[src/rtl/oam_dma_ctrl.sv]
// Purpose: OAM DMA engine (FF46); copies 160 bytes from page S:00..S:9F into OAM 00..9F.
// Latency: FF46 write -> first XFER cycle 5 cycles later, then 4 cycles per byte (640 cycles).
// Backpressure: none; the source bus is assumed to return dma_din in time, and the FSM free-runs.
// Ports: cclk/n_reset2 clock and async active-low reset; ff46_wr/ff46_rd/d_in/d_out CPU FF46 access;
//   dma_din source byte; dma_pending/dma_run/dma_a/dma_a_hi/vram_to_oam/dma_addr_ext source-side
//   control to PPU and arbiter; oam_a/oam_din/oam_dma_wr OAM write port.
module oam_dma_ctrl (
  input  logic        cclk,
  input  logic        n_reset2,
  input  logic        ff46_wr,
  input  logic        ff46_rd,
  input  logic [7:0]  d_in,
  output logic [7:0]  d_out,
  input  logic [7:0]  dma_din,
  output logic        dma_pending,
  output logic        dma_run,
  output logic [12:0] dma_a,
  output logic [2:0]  dma_a_hi,
  output logic        vram_to_oam,
  output logic        dma_addr_ext,
  output logic [7:0]  oam_a,
  output logic [7:0]  oam_din,
  output logic        oam_dma_wr
);

  localparam logic [7:0] LAST_CNT = 8'd159;  // LEN-1
  localparam logic [1:0] PH_LATCH = 2'd2;    // CYC-2
  localparam logic [1:0] PH_WR    = 2'd3;    // CYC-1
  localparam logic [3:0] DLY_LAST = 4'd3;    // START_DLY*CYC-1

  typedef enum logic [1:0] {
    IDLE  = 2'd0,
    START = 2'd1,
    XFER  = 2'd2
  } state_t;

  state_t      state_q, state_d;
  logic [7:0]  s_q, s_d;
  logic [7:0]  cnt_q, cnt_d;
  logic [1:0]  phase_q, phase_d;
  logic [3:0]  dly_q, dly_d;
  logic [7:0]  din_q, din_d;
  logic        wr_q, wr_d;
  // Set when START was entered from XFER, so OAM ownership is not released across a restart.
  logic        run_q, run_d;

  always_ff @(posedge cclk or negedge n_reset2) begin
    if (!n_reset2) begin
      state_q <= IDLE;
      s_q     <= 8'h00;
      cnt_q   <= 8'h00;
      phase_q <= 2'd0;
      dly_q   <= 4'd0;
      din_q   <= 8'h00;
      wr_q    <= 1'b0;
      run_q   <= 1'b0;
    end else begin
      state_q <= state_d;
      s_q     <= s_d;
      cnt_q   <= cnt_d;
      phase_q <= phase_d;
      dly_q   <= dly_d;
      din_q   <= din_d;
      wr_q    <= wr_d;
      run_q   <= run_d;
    end
  end

  // The page is captured on the write edge; the FSM acts on the registered strobe one cycle
  // later, which places the first XFER cycle five cycles after the write.
  always_comb begin
    state_d    = state_q;
    s_d        = ff46_wr ? d_in : s_q;
    wr_d       = ff46_wr;
    cnt_d      = cnt_q;
    phase_d    = phase_q;
    dly_d      = dly_q;
    din_d      = din_q;
    run_d      = run_q;
    oam_dma_wr = 1'b0;
    case (state_q)
      IDLE: begin
        if (wr_q) begin
          state_d = START;
          dly_d   = 4'd0;
          run_d   = 1'b0;
        end
      end
      START: begin
        if (wr_q) begin
          dly_d = 4'd0;
        end else if (dly_q == DLY_LAST) begin
          state_d = XFER;
          cnt_d   = 8'h00;
          phase_d = 2'd0;
        end else begin
          dly_d = dly_q + 4'd1;
        end
      end
      XFER: begin
        // The write pulse of the current byte still goes out even if a restart lands here.
        oam_dma_wr = (phase_q == PH_WR);
        if (phase_q == PH_LATCH) din_d = dma_din;
        if (wr_q) begin
          state_d = START;
          dly_d   = 4'd0;
          run_d   = 1'b1;
          cnt_d   = 8'h00;
          phase_d = 2'd0;
        end else if (phase_q == PH_WR) begin
          phase_d = 2'd0;
          if (cnt_q == LAST_CNT) begin
            state_d = IDLE;
            cnt_d   = 8'h00;
            run_d   = 1'b0;
          end else begin
            cnt_d = cnt_q + 8'd1;
          end
        end else begin
          phase_d = phase_q + 2'd1;
        end
      end
      default: begin
        state_d = IDLE;
      end
    endcase
  end

  assign dma_run      = (state_q == XFER) || ((state_q == START) && run_q);
  assign dma_pending  = (state_q == START) && !run_q;
  assign dma_a        = {s_q[4:0], cnt_q};
  assign dma_a_hi     = s_q[7:5];
  assign vram_to_oam  = (s_q[7:5] == 3'b100);
  assign dma_addr_ext = dma_run && !vram_to_oam;
  assign oam_a        = cnt_q;
  assign oam_din      = din_q;
  assign d_out        = ff46_rd ? s_q : 8'h00;

endmodule

[config.mk]
export PLATFORM = sky130hd
export DESIGN_NAME = oam_dma_ctrl
export DESIGN_NICKNAME = d
export VERILOG_FILES = /design/src/rtl/oam_dma_ctrl.sv
export SDC_FILE = /design/constraint.sdc
export NUM_CORES = 1
export LEC_CHECK = 0
export CAP_MARGIN = 20
export CELL_PAD_IN_SITES_DETAIL_PLACEMENT = 2
export CELL_PAD_IN_SITES_GLOBAL_PLACEMENT = 2
export CORE_UTILIZATION = 40
export DETAILED_ROUTE_END_ITERATION = 8
export DONT_BUFFER_PORTS = 1
export PLACE_DENSITY_LB_ADDON = 0.1
export SLEW_MARGIN = 15
export SYNTH_ARGS = -nofsm -noshare
export SYNTH_HDL_FRONTEND = slang
export SYNTH_SLANG_ARGS = --single-unit
[constraint.sdc]
create_clock -name cclk -period 2.6 [get_ports cclk]
set_input_delay 0.52 -clock cclk [delete_from_list [all_inputs] [get_ports cclk]]
set_output_delay 0.52 -clock cclk [all_outputs]
set_load 0.03 [all_outputs]
==> results.rst <==
.. list-table::
   :header-rows: 1

   * - Metric
     - Value
   * - Result of the run
     - completed
   * - Routed Antenna Nets
     - 0
   * - Reg-to-Reg Start
     - oam_a[4]$_DFFE_PN0P_
   * - Number of clock sinks seen by CTS
     - 34
   * - Htree depth
     - 2
   * - Netlist area before placement
     - 1727 sq um
   * - Final setup violation count
     - 0
   * - Sum of net half-perimeters after detailed placement
     - 3193 um
   * - Per-instance average area after synthesis
     - 10.53 sq um
   * - Minimum setup slack among reg-to-reg paths
     - 650 ps
   * - Setup repair after global routing missed its margin
     - false
   * - Crit path max fanout
     - 13
   * - Transition time at the pin with the least slew margin
     - 720.0 ps
   * - Biggest cell delay along the critical path
     - 560 ps
   * - Clock transition at the registers of the reported paths
     - 70 ps
   * - Worst IR Drop VDD
     - 0.0003246 V
   * - Cell variety after synth
     - 36
   * - Initial cell density of the core
     - 42.25%
   * - Cell accounting for the most synthesized area
     - sky130_fd_sc_hd__dfrtp_1
   * - Syn Inst Count
     - 164
   * - DIE HEIGHT
     - 67.70 um
   * - Critical path start-end classification
     - reg -> out
   * - Arrival time at the worst endpoint
     - 1690 ps
   * - Relative slew slack
     - 52.00%
   * - Initial DRC Count
     - 34
   * - Final Skew
     - 5.764 ps
   * - Area grow syn2layout
     - 8.478%
   * - Share of cells above drive strength 1
     - 21.56%
   * - Number of synthesis warnings
     - 0
   * - Cell types occupying the most area after synthesis
     - sky130_fd_sc_hd__dfrtp_1, sky130_fd_sc_hd__mux2_2, sky130_fd_sc_hd__o21ai_0, sky130_fd_sc_hd__buf_4, sky130_fd_sc_hd__nand2_1
   * - Placed standard-cell area
     - 1762 sq um
   * - Grt ovf
     - 0
   * - Path class of the lowest-slack min-delay path
     - in -> async
   * - Initial antenna violation count
     - 0
   * - Maximum frequency from static timing analysis
     - 452.6 MHz
   * - Average wire per standard cell
     - 19.60 um
   * - Detail-routed via count per cell
     - 5.834
   * - Worst Setup Start Kind
     - flop
   * - Post-cts gate resize count
     - 0
   * - Net count after synthesis
     - 188
   * - Largest net degree at the start of global routing
     - 35
   * - Power density over cell area
     - 714.6 nW/um^2
   * - Count of input and output buffers
     - 0
   * - Kind of end point of the critical path
     - primary output
   * - Leakage power
     - 0.7876 nW
   * - Max-slew violation count
     - 0
   * - Count of antenna diodes in the layout
     - 0
   * - Number of hold violations in the final report
     - 0
   * - Fraction of met1 tracks used by global routing
     - 21.93%
   * - CTS Root Buffer Type
     - sky130_fd_sc_hd__clkbuf_8
   * - Maximum root-to-sink buffer count
     - 2
   * - Inserted Clock Buffers
     - 5
   * - Met2 track demand over resource in global routing
     - 35.40%
   * - Die width
     - 67.70 um
   * - Number of nets in the finished design
     - 190
   * - Beginning of the critical path
     - state_q[1]$_DFFE_PN0P_
   * - Row Count
     - 23
   * - Cell with the most instances after synthesis
     - sky130_fd_sc_hd__dfrtp_1
   * - Cell at the slowest stage of the critical path
     - sky130_fd_sc_hd__dfrtp_1
   * - End point of the critical path
     - dma_addr_ext
   * - Post-synthesis sequential element count
     - 34
   * - Via count of the first global-routing pass
     - 1371
   * - First-pass iteration count of the detailed router
     - 4
   * - Sequential-to-total area share from yosys stat
     - 49.28%
   * - DIE AREA
     - 4583 sq um
   * - Gr busiest metal
     - met2
   * - Share of async-settable or async-resettable flops after synthesis
     - 100.0%
   * - Number of buffers inserted to repair setup after CTS
     - 0
   * - Overall fraction of global-route tracks in use
     - 19.97%
   * - Final std cell area, no fill
     - 1873 sq um
   * - Data required time at the worst endpoint
     - 2080 ps
   * - Design Power
     - 1.338 mW
   * - Total DRC errors in the routed layout
     - 0
   * - CTS tree
     - yes
   * - First-pass GRT wire length
     - 6610 um
   * - Final Wtd Congestion
     - 0.7222
   * - Sum of negative setup slack
     - 0 ps
   * - Post-synth top flop
     - sky130_fd_sc_hd__dfrtp_1
   * - Clock latency of the later-clocked register in the worst-skew pair
     - 290 ps
   * - Area of the core
     - 4086 sq um
   * - Global-route track usage on met3
     - 6.250%
   * - Count of flip-flops with a built-in enable after synthesis
     - 0
   * - Critical path, cell by cell
     - nor2b_1 > a21oi_1 > nor2_1 > buf_4
   * - Overall via count from detail_route
     - 1266
   * - Max-capacitance violation count
     - 0
   * - Fin crit share
     - 84.97%
   * - Routed wire length
     - 4253 um
   * - Post-synth top area share
     - 49.28%
   * - Most numerous cell types in the synthesized netlist
     - sky130_fd_sc_hd__dfrtp_1, sky130_fd_sc_hd__mux2_2, sky130_fd_sc_hd__nand2_1, sky130_fd_sc_hd__o21ai_0, sky130_fd_sc_hd__a21oi_1
   * - Length in cells of the worst reg-to-reg path
     - 4
   * - I/O pin cnt
     - 65
   * - Destination of the worst register-to-register timing path
     - oam_a[5]$_DFFE_PN0P_
   * - Post-route minimum period
     - 2209 ps
-- final cells by class --
type / instances / area, sq um
clock buffer: 7 / 86.33
clock inverter: 1 / 5.005
fill: 434 / 2213
inverter: 4 / 15.01
multi-input combinational: 113 / 780.7
sequential: 34 / 850.8
tap: 50 / 62.56
timing repair buffer: 8 / 72.57
-- sequential cells by signal, indices dropped and copies added, names as in the netlist --
register / count
dly_q: 4
oam_a: 8
run_q: 1
oam_din: 8
phase_q: 2
wr_q: 1
state_q: 2
s_q: 8
-- cell usage in the layout (no fill, tap or decap), drive strengths merged, types with 2 or more instances in the layout --
master and count:
and2 9, inv 4, nand2b 2, a21oi 10, nand4 3, ha 4, or3 3, nand2 16
o31ai 2, o21ai 12, nor2 9, dfrtp 34, nand3 7, a32o 3, buf 8, mux2 16
clkbuf 7
-- through the flow --
stage / hold WS (ps) / setup slack [ps] / cells / util [%]
2_1_floorplan: 224.4 / 382.0 / 164 / -
3_3_place_gp: 225.1 / 746.7 / 208 / 43.11
3_5_place_dp: 225.1 / 649.4 / 208 / 43.11
4_1_cts: 55.88 / 350.2 / 217 / 45.84
5_1_grt: 51.47 / 252.5 / 217 / 45.84
6_report: 49.98 / 390.7 / 217 / 45.84
-- per-layer routing --
layer	wire length, um	up-vias
li1	-	583
met1	1695	633
met2	2282	43
met3	214	7
met4	61	0
met5	0	-
-- kinds of logic after synthesis --
logic type	share of synthesized area (%)
flip-flops	49.28
AO/OA/AOI/OAI	12.32
buffers and inverters	5.507
multiplexers	11.01
AND/OR/NAND/NOR	18.99
adder cells (fa/ha/maj)	2.899
-- where the power goes --
| group | internal, mW | total [mW] | switching, mW |
|---|---|---|---|
| clock network | 0.213 | 0.400 | 0.187 |
| registers | 0.570 | 0.677 | 0.107 |
| logic | 0.0909 | 0.261 | 0.170 |
-- how the worst min path moves through the flow --
stage | from | endpoint | slack [ps] | cells past startpoint
2_1_floorplan | n_reset2 | dly_q[0]$_DFFE_PN0P_ | 220 | 0
3_3_place_gp | n_reset2 | oam_a[3]$_DFFE_PN0P_ | 230 | 0
3_5_place_dp | n_reset2 | oam_a[5]$_DFFE_PN0P_ | 230 | 0
4_1_cts | n_reset2 | oam_a[5]$_DFFE_PN0P_ | 60 | 1
5_1_grt | n_reset2 | oam_a[5]$_DFFE_PN0P_ | 50 | 1
6_report | n_reset2 | oam_a[5]$_DFFE_PN0P_ | 50 | 1
-- critical path: cells and delay by family, from the launching register on --
family / cells / cell delay [ps]
compound gates: 1 / 120
flops: 1 / 560
simple gates: 2 / 570
buf+inv: 1 / 170
-- repair_timing --
item | 4_1_cts | 5_1_grt
hold endpoints to repair | 34 | 0
hold buffers | 1 | 0
setup endpoints to repair | 0 | 0
(Power assumes the default switching activity.)
